### src/rtl/config_pkg.sv
// -----------------------------------------------------------------------------
// config_pkg
// Shared definitions for the configuration path: word geometry, the packer
// state enumeration and the bitstream sync word used when building streams.
// -----------------------------------------------------------------------------
package config_pkg;

  localparam int WORD_WIDTH     = 32;
  localparam int BYTES_PER_WORD = 4;

  // Marks the start of a configuration bitstream.
  localparam logic [WORD_WIDTH-1:0] CONFIG_SYNC_WORD = 32'hFAB0_FAB1;

  typedef enum logic {
    IDLE   = 1'b0,
    ACTIVE = 1'b1
  } packer_state_e;

endpackage

### src/rtl/config_idle_timer.sv
// -----------------------------------------------------------------------------
// config_idle_timer
// Counts idle cycles of a configuration session. A kick (byte received)
// reloads the count to zero; while disabled the count is held at zero.
// expire flags the last idle cycle of the session. It is combinational so
// the packer can leave ACTIVE on the same edge.
//
// Ports
//   CLK     in   system clock, rising edge
//   reset   in   synchronous, active-high reset
//   kick    in   byte received this cycle; reloads the count
//   enable  in   packer is ACTIVE
//   expire  out  count at terminal value with no kick this cycle
// -----------------------------------------------------------------------------
module config_idle_timer #(
  parameter int TIMEOUT_CYCLES = 4096
) (
  input  logic CLK,
  input  logic reset,
  input  logic kick,
  input  logic enable,
  output logic expire
);

  // Count reaches at most TIMEOUT_CYCLES-1 (on the expiry edge), so
  // clog2(TIMEOUT_CYCLES) bits are enough.
  localparam int CW = (TIMEOUT_CYCLES > 2) ? $clog2(TIMEOUT_CYCLES) : 1;
  localparam logic [CW-1:0] TERMINAL = CW'(TIMEOUT_CYCLES - 2);

  logic [CW-1:0] count;

  always_ff @(posedge CLK) begin
    if (reset || !enable || kick) begin
      count <= '0;
    end else if (count != {CW{1'b1}}) begin
      count <= count + CW'(1);
    end
  end

  // Gated by enable so a TIMEOUT_CYCLES of 2 (terminal value 0) does not
  // flag while the packer sits in IDLE with the count held at zero.
  assign expire = enable && !kick && (count == TERMINAL);

endmodule

### src/rtl/config_word_packer.sv
// -----------------------------------------------------------------------------
// config_word_packer
// Packs the UART byte stream MSB-first into 32-bit configuration words and
// frames sessions: ComActive rises on the first byte and falls after an idle
// timeout, dropping any partial word. A session checksum and a saturating
// word count are kept for host readback and hold their values in IDLE.
//
// Ports
//   CLK          in   system clock, rising edge
//   reset        in   synchronous, active-high reset
//   RxData[7:0]  in   received byte
//   RxValid      in   one-cycle qualifier for RxData
//   WriteData    out  assembled word, first byte in [31:24]
//   WriteStrobe  out  one-cycle pulse with each new WriteData
//   ComActive    out  session active (config FSM reset)
//   BytePhase    out  bytes of the current word already received
//   Checksum     out  mod-256 byte sum of the current/last session
//   WordCount    out  words emitted this session, saturating
//
// state  | meaning
// -------+-----------------------------------------------------------
// IDLE   | no session; next byte starts one, readback values held
// ACTIVE | session open; bytes packed, idle timer running
// -----------------------------------------------------------------------------
module config_word_packer
  import config_pkg::*;
#(
  parameter int TIMEOUT_CYCLES = 4096,
  parameter int COUNT_WIDTH    = 16
) (
  input  logic                   CLK,
  input  logic                   reset,
  input  logic [7:0]             RxData,
  input  logic                   RxValid,
  output logic [WORD_WIDTH-1:0]  WriteData,
  output logic                   WriteStrobe,
  output logic                   ComActive,
  output logic [1:0]             BytePhase,
  output logic [7:0]             Checksum,
  output logic [COUNT_WIDTH-1:0] WordCount
);

  localparam logic [1:0] LAST_PHASE = 2'(BYTES_PER_WORD - 1);
  localparam int         SHIFT_W    = WORD_WIDTH - 8;

  packer_state_e state, state_nxt;

  logic               expire;
  logic               start_session;
  logic               take_byte;
  logic               word_done;
  logic               drop_partial;
  logic [SHIFT_W-1:0] shift_q;

  config_idle_timer #(
    .TIMEOUT_CYCLES(TIMEOUT_CYCLES)
  ) u_idle_timer (
    .CLK    (CLK),
    .reset  (reset),
    .kick   (RxValid),
    .enable (state == ACTIVE),
    .expire (expire)
  );

  // State register
  always_ff @(posedge CLK) begin
    if (reset) begin
      state <= IDLE;
    end else begin
      state <= state_nxt;
    end
  end

  // Next-state logic; expire is already false when a byte arrives, so a
  // byte on the expiry cycle keeps the session open.
  always_comb begin
    state_nxt = state;
    case (state)
      IDLE:    if (RxValid) state_nxt = ACTIVE;
      ACTIVE:  if (expire)  state_nxt = IDLE;
      default: state_nxt = IDLE;
    endcase
  end

  // Datapath controls decoded from the state
  always_comb begin
    start_session = 1'b0;
    take_byte     = 1'b0;
    word_done     = 1'b0;
    drop_partial  = 1'b0;
    case (state)
      IDLE: begin
        start_session = RxValid;
      end
      ACTIVE: begin
        take_byte    = RxValid;
        word_done    = RxValid && (BytePhase == LAST_PHASE);
        drop_partial = expire;
      end
      default: ;
    endcase
  end

  // Registered outputs and packing datapath. ComActive decodes the next
  // state so it rises the cycle after the first byte, giving the config
  // FSM its reset edge well before the earliest strobe.
  always_ff @(posedge CLK) begin
    if (reset) begin
      ComActive   <= 1'b0;
      WriteStrobe <= 1'b0;
      WriteData   <= '0;
      shift_q     <= '0;
      BytePhase   <= '0;
      Checksum    <= '0;
      WordCount   <= '0;
    end else begin
      ComActive   <= (state_nxt == ACTIVE);
      WriteStrobe <= word_done;

      if (word_done) begin
        WriteData <= {shift_q, RxData};
      end

      if (start_session) begin
        shift_q   <= {{(SHIFT_W-8){1'b0}}, RxData};
        Checksum  <= RxData;
        WordCount <= '0;
        BytePhase <= 2'd1;
      end else if (take_byte) begin
        shift_q  <= {shift_q[SHIFT_W-9:0], RxData};
        Checksum <= Checksum + RxData;
        if (word_done) begin
          BytePhase <= '0;
          if (WordCount != {COUNT_WIDTH{1'b1}}) begin
            WordCount <= WordCount + COUNT_WIDTH'(1);
          end
        end else begin
          BytePhase <= BytePhase + 2'd1;
        end
      end else if (drop_partial) begin
        // Partial word is abandoned; shift_q is overwritten by the next
        // four bytes before it is ever used, so it is left as is.
        BytePhase <= '0;
      end
    end
  end

endmodule

### config.mk
export PLATFORM = sky130hd
export DESIGN_NAME = config_word_packer
export DESIGN_NICKNAME = d
export VERILOG_FILES = /design/src/rtl/config_pkg.sv /design/src/rtl/config_idle_timer.sv /design/src/rtl/config_word_packer.sv
export SDC_FILE = /design/constraint.sdc
export NUM_CORES = 1
export LEC_CHECK = 0
export ABC_CLOCK_PERIOD_IN_PS = 3200
export CORE_ASPECT_RATIO = 1.75
export CORE_MARGIN = 3
export CORE_UTILIZATION = 55
export CTS_CLUSTER_DIAMETER = 50
export CTS_CLUSTER_SIZE = 28
export DETAILED_ROUTE_END_ITERATION = 8
export PLACE_DENSITY_LB_ADDON = 0.12
export SLEW_MARGIN = 15
export SYNTH_ARGS = -nofsm -noshare
export SYNTH_HDL_FRONTEND = slang
export SYNTH_HIERARCHICAL = 1
export SYNTH_SLANG_ARGS = --single-unit
### constraint.sdc
create_clock -name CLK -period 3.2 [get_ports CLK]
set_input_delay 0.64 -clock CLK [delete_from_list [all_inputs] [get_ports CLK]]
set_output_delay 0.64 -clock CLK [all_outputs]
set_load 0.05 [all_outputs]
==> reports/qor.yml, run 1 <==
status: "finished clean"
post-route-min-period_ns: 2.50
clkPwrFrac_pct: 43.7
chipWidth_um: 71.4
relSlewSlack_pct: 54.3
synth_edf_count: 0
cts.clk_slew.worst_paths_ns: 0.06
cp_num_buf_inv: 2
ys_seq_area_share_pct: 46.6
ant_nets: 0
hp-class: "register to register"
comb_power_share_pct: 8.6
clock_sinks: 96
port_buffers: 70
final_util_pct: 72.0
hold_depth: 2
fillers: 606
grt_usage_pct: 22.1
drt_wl_total_mm: 9.33
synth.net_count: 525
finalWorstSetupSlack_ns: 0.699
drive_above_1_share_pct: 6.12
instances_no_fill: 658
timing.rr.end: "Checksum[4]"
power_frac_seq_pct: 47.7
numCtsBuffers: 9
vias: 3718
hold_viol: 0
drv_cap: 0
synthToLayoutAreaGrowth_pct: 26.3
cts_resized: 0
endpoint_kind: "register"
yosysWarningCount: 6
ios: 71
grt_pass1_vias: 3398
ctsHoldBuffers: 0
worstReg2RegStart: "Checksum[0]"
rsz0062_at_grt: "no"
cp.arrival_ns: 2.70
clock-root-buffer: "clkbuf_16"
clk_latency_ns: 0.34
rows: 41
ys.flop_type: "dfxtp_1"
power_density_nw_per_um2: 497
n_antenna_cell: 0
slowest_stage: "clkdlybuf4s50_1"
peakVddDrop_uv: 472
final_net_count: 590
cp-start-kind: "input port"
cts_max_level: 3
synth_cells: 502
die_h_um: 120
fin_skew_ns: 0.00676
max_freq_ghz: 0.400
grt_pass1_wl_mm: 15.3
finalMaxSlewViolations: 0
crit_fanout: 4
net-switching-power_uw: 604
wl_per_cell_um: 14.2
dieArea_um2: 8610
worstHoldStart: "WriteData[20]"
layout_common_cells: "nand2_1, dfxtp_1, clkdlybuf4s50_1, a21oi_1, nor2_1"
dp_slack_ns: 0.356
gp_congestion: 0.837
synth_area_per_cell_um2: 8.21
worstPathCellList: "clkdlybuf4s50_1, ha_1, inv_1, fa_1, nor2b_1, o21ai_0, a21boi_0, o311a_1, nor3_1"
cp_top_family: "compound AO/OA/AOI/OAI gates"
async_reset_ff_share_pct: 0
numPlacedInstances: 642
drt_pass1_iterations: 4
routed_via_density: 5.65
ys_ff_latch: 96
drc: 0
final_common_cell: "nand2_1"
rr_worst_depth: 8
tns_ns: 0
initial_core_util_pct: 57.0
p_leak_nw: 1.77
cts_tree: "yes"
clk_path_buf_depth: 2
p_sw_share_pct: 23.4
path_class: "input port to register"
synth_cell_types: 52
antenna_found_initial: 0
syn-cell-area_um2: 4120
core_um2: 7230
grt_max_degree: 39
dp.final_hpwl_mm: 6.49
slowest_delay_ns: 0.55
p_int_mw: 1.98
postCtsSetupBuffers: 0
setup_viol: 0
overflow: 0
drtIter0Drc: 214
ff2ff_setup_slack_ns: 1.19
worstPathRequired_ns: 3.40
final.period_utilization_pct: 78.2
tightest_slew_ns: 0.685
holdPathEnd: "WriteData[20]"
## metal layers
layer	global-route usage, %	wire [um]	up-vias	part of all wire (%)
met3	4.33	385	14	4.1
met2	37.5	4770	93	51
met1	26.4	3970	1746	43
met5	0	0	-	0
met4	10.1	202	0	2.2
li1	-	-	1865	-
## cell usage after synthesis, types with 5 or more instances
cell / instances / share of area [%]
nand3_1: 10 / 1.2
nand4_1: 5 / 0.76
nor2_1: 43 / 3.9
ha_1: 11 / 3.3
a21oi_1: 61 / 7.4
inv_1: 10 / 0.91
a211oi_1: 5 / 0.91
mux2i_1: 9 / 2.2
buf_1: 6 / 0.55
xnor2_1: 10 / 2.1
dfxtp_1: 96 / 47
a31oi_1: 8 / 1.2
clkbuf_1: 17 / 1.5
nor3_1: 16 / 1.9
and3_1: 5 / 0.76
nand2_1: 114 / 10
nor2b_1: 6 / 0.91
nor4_1: 5 / 0.76
o21ai_0: 14 / 1.7
xor2_1: 5 / 1.1
## area by class of cell
cell class              instances  area, um2  share of cell area, %
clock buffers                  11        233                   4.47
clock inverters                 5       81.3                   1.56
inverters                      11       41.3                  0.793
multi-input cells             369       2050                   39.4
flip-flops and latches         96       1920                   36.9
well taps                      86        108                   2.07
repair buffers                 80        771                   14.8
## power by group through the flow
stage / sequential [mW] / combinational (mW) / clock, mW
floorplan: 1.30 / 0.109 / 0
global placement: 1.26 / 0.217 / 0
detailed placement: 1.26 / 0.221 / 0
CTS: 1.23 / 0.223 / 1.15
global route: 1.24 / 0.243 / 1.19
finish: 1.23 / 0.223 / 1.13
## worst reg2reg max path: stages (launching register included)
cell      delay [ns]
dfxtp_1         0.37
ha_1            0.20
inv_1           0.06
fa_1            0.38
nor2b_1         0.15
o21ai_0         0.11
a21boi_0        0.34
o311a_1         0.21
nor3_1          0.05
## worst max-delay path by stage
stage                     start          end  slack (ns)  cells after the start
floorplan           Checksum[0]  Checksum[6]        1.00                      8
global placement      RxData[0]  Checksum[6]        0.45                      9
detailed placement    RxData[0]  Checksum[4]        0.36                      9
global route          RxData[0]  Checksum[4]        0.50                      9
finish                RxData[0]  Checksum[4]        0.70                      9
CTS                   RxData[0]  Checksum[4]        0.71                      9
## cell families after synthesis
family / synth area share, %
adders and majority gates: 3.83
buffers and inverters: 3.61
AOI/OAI and AO/OA: 15.2
xor gates and xnor gates: 3.19
muxes: 2.19
and+or+nand+nor: 25.4
DFF: 46.6
## stage by stage
step                      power (mW)  cell area, um2  hold WS [ns]
final                           2.59            5200         0.453
after global routing            2.67            5200         0.475
after CTS                       2.60            5200         0.455
after detailed placement        1.48            4890         0.446
after global placement          1.48            4890         0.440
after floorplan                 1.41            4120         0.432
## flip-flops by register name (all words and copies together), names as in the netlist
| register | flops |
|---|---|
| WordCount | 16 |
| WriteStrobe | 1 |
| BytePhase | 2 |
| ComActive | 1 |
| Checksum | 8 |
| WriteData | 32 |
| shift_q | 24 |
| u_idle_timer/count | 12 |
No activity file was read; power rests on OpenSTA's default activity.
==> run 2: changes to the inputs <==
--- a/config.mk
+++ b/config.mk
@@ -5,10 +5,10 @@
 export SDC_FILE = /design/constraint.sdc
 export NUM_CORES = 1
 export LEC_CHECK = 0
-export ABC_CLOCK_PERIOD_IN_PS = 3200
+export ABC_CLOCK_PERIOD_IN_PS = 2400
 export CORE_ASPECT_RATIO = 1.75
 export CORE_MARGIN = 3
-export CORE_UTILIZATION = 55
+export CORE_UTILIZATION = 53
 export CTS_CLUSTER_DIAMETER = 50
 export CTS_CLUSTER_SIZE = 28
 export DETAILED_ROUTE_END_ITERATION = 8
==> constraint.sdc (replaced) <==
create_clock -name CLK -period 2.4 [get_ports CLK]
set_input_delay 0.48 -clock CLK [delete_from_list [all_inputs] [get_ports CLK]]
set_output_delay 0.48 -clock CLK [all_outputs]
set_load 0.05 [all_outputs]
==> reports/qor.yml, run 2 (synthesis gave the netlist of run 1 again) <==
status: "finished clean"
power_density_nw_per_um2: 639  # +29%
top_regs: "WriteData: 32 flops, shift_q: 24 flops, WordCount: 16 flops"
synthToLayoutAreaGrowth_pct: 28.7
cp-start-kind: "register"
gp_congestion: 0.882  # +5.3%
cp_num_buf_inv: 1  # -1
core_um2: 7390  # +2.1%
worstPathCellList: "clkdlybuf4s50_1"
final_common_cell: "nand2_1"
rows: 41  # unchanged
final_util_pct: 71.8  # -0.20 points
hp-class: "register to register"
die_h_um: 123  # +1.8%
post-route-cell-area_um2: 5300  # +1.9%
endpoint_kind: "output port"
routed_via_density: 5.57  # -1.4%
fin_skew_ns: 0.00423  # -0.00253 ns
top_register: "WriteData"
numPlacedInstances: 655  # +2.0%
dp.final_hpwl_mm: 6.70  # +3.2%
n_antenna_cell: 0  # unchanged
initial_core_util_pct: 55.8  # -1.2 points
final.period_utilization_pct: 90.9
finalWorstSetupSlack_ns: 0.217  # -0.482 ns
drtIter0Drc: 240  # +12%
clock-root-buffer: "clkbuf_16"
port_buffers: 70  # unchanged
place_area_um2: 5000  # +2.3%
drive_above_1_share_pct: 8.21  # +2.1 points
numCtsBuffers: 9  # unchanged
cp.arrival_ns: 1.70  # -1.00 ns
drt_pass1_iterations: 4  # unchanged
grt_usage_pct: 22.2  # +0.17 points
final_net_count: 603  # +2.2%
wl_met2_mm: 4.97  # +4.2%
cts.clk_slew.worst_paths_ns: 0.06  # about the same
overflow: 0  # unchanged
fillers: 620  # +2.3%
dp_slack_ns: -0.199  # -0.555 ns
clk_path_buf_depth: 2  # unchanged
ios: 71  # unchanged
peakVddDrop_uv: 492  # +4.2%
p_sw_share_pct: 23.7  # +0.38 points
cp_top_family: "buffers and inverters"
clkPwrFrac_pct: 42.0  # -1.7 points
antenna_found_initial: 0  # unchanged
largest_reg_flops: 32  # unchanged
drc: 0  # unchanged
met1_length_mm: 3.83  # -3.5%
dieArea_um2: 8910  # +3.5%
net-switching-power_uw: 804  # +33%
vias: 3737  # +0.51%
grt_max_degree: 36  # -7.7%
relSlewSlack_pct: 58.2  # +3.9 points
ctsHoldBuffers: 0  # unchanged
power_frac_seq_pct: 48.7  # +1.0 points
finalMaxSlewViolations: 0  # unchanged
path_class: "register to output port"
wl_met3_um: 418  # +8.6%
rsz0062_at_grt: "no"
p_int_mw: 2.58  # +30%
layout_common_cells: "nand2_1, dfxtp_1, clkdlybuf4s50_1, a21oi_1, nor2_1"
top_layer: "met4"
post-route-min-period_ns: 2.18
slowest_delay_ns: 0.87  # +0.32 ns
grt_pass1_wl_mm: 15.7  # +2.4%
setup_viol: 0  # unchanged
p_leak_nw: 1.83  # +3.3%
worstPathRequired_ns: 1.92  # -1.48 ns
comb_power_share_pct: 9.3  # +0.7 points
clock_sinks: 96  # unchanged
hold_viol: 0  # unchanged
cts_tree: "yes"
grt_pass1_vias: 3476  # +2.3%
tightest_slew_ns: 0.621  # -0.0643 ns
drt_wl_total_mm: 9.42  # +0.94%
instances_no_fill: 671  # +2.0%
chipWidth_um: 72.7  # +1.7%
ant_nets: 0  # unchanged
clk_latency_ns: 0.34  # about the same
wl_per_cell_um: 14.0  # -1.0%
max_freq_ghz: 0.458
drv_cap: 0  # unchanged
crit_fanout: 9  # +5
slowest_stage: "clkdlybuf4s50_1"
cts_max_level: 3  # unchanged
==> run 2: changes by cell type in the layout (fill, tap and decap cells not counted) <==
cell,previous run,this run
a21boi_1,0,1
buf_4,10,22
a21boi_0,1,0
bufinv_16,2,1
clkinvlp_4,1,2
clkinv_2,1,0
buf_12,0,1
clkbuf_8,0,1
==> run 2: layer usage <==
metal / vias to the layer above / GRT usage (%)
met5: - / 0
met4: 0 / 9.70
met3: 15 / 5.25
met2: 93 / 37.8
met1: 1745 / 26.2
li1: 1884 / -
==> run 2: worst paths after layout <==
kind / startpoint / to / slack, ns / depth (start not counted)
worst max-delay path: ComActive / ComActive / 0.22 / 1
worst min-delay path: WriteData[23] / WriteData[23] / 0.45 / 2
worst min register to register: WriteData[23] / WriteData[23] / 0.45 / 2
worst max register to register: WordCount[0] / WordCount[14] / 0.48 / 6
==> run 2: repair_timing <==
| item | 4_1_cts | 5_1_grt |
|---|---|---|
| buffers inserted | 0 | 0 |
| resized for setup | 0 | 1 |
| endpoints found under the setup margin | 0 | 1 |
==> run 2: stage by stage <==
| stage | hold WS, ns | total power [mW] | TNS [ns] |
|---|---|---|---|
| 2_1_floorplan | 0.432 | 1.87 | 0 |
| 6_report | 0.453 | 3.39 | 0 |
| 5_1_grt | 0.471 | 3.50 | 0 |
| 4_1_cts | 0.454 | 3.42 | 0 |
| 3_3_place_gp | 0.441 | 1.99 | -0.158 |
| 3_5_place_dp | 0.446 | 2.00 | -0.446 |
==> run 2: area by class of cell <==
cell class                      count  area [um2]  area share, %
Timing Repair Buffer               93         881           16.6
Multi-Input combinational cell    369        2050           38.7
Clock buffer                       12         246           4.65
Clock inverter                      4        53.8           1.01
Sequential cell                    96        1920           36.3
Inverter                           11        41.3          0.779
Tap cell                           86         108           2.03
==> run 2: power groups by stage <==
stage / clock network [mW] / logic [mW] / registers, mW
floorplan: 0 / 0.146 / 1.73
global placement: 0 / 0.308 / 1.68
detailed placement: 0 / 0.313 / 1.68
CTS: 1.45 / 0.316 / 1.65
global route: 1.51 / 0.343 / 1.65
finish: 1.42 / 0.316 / 1.65
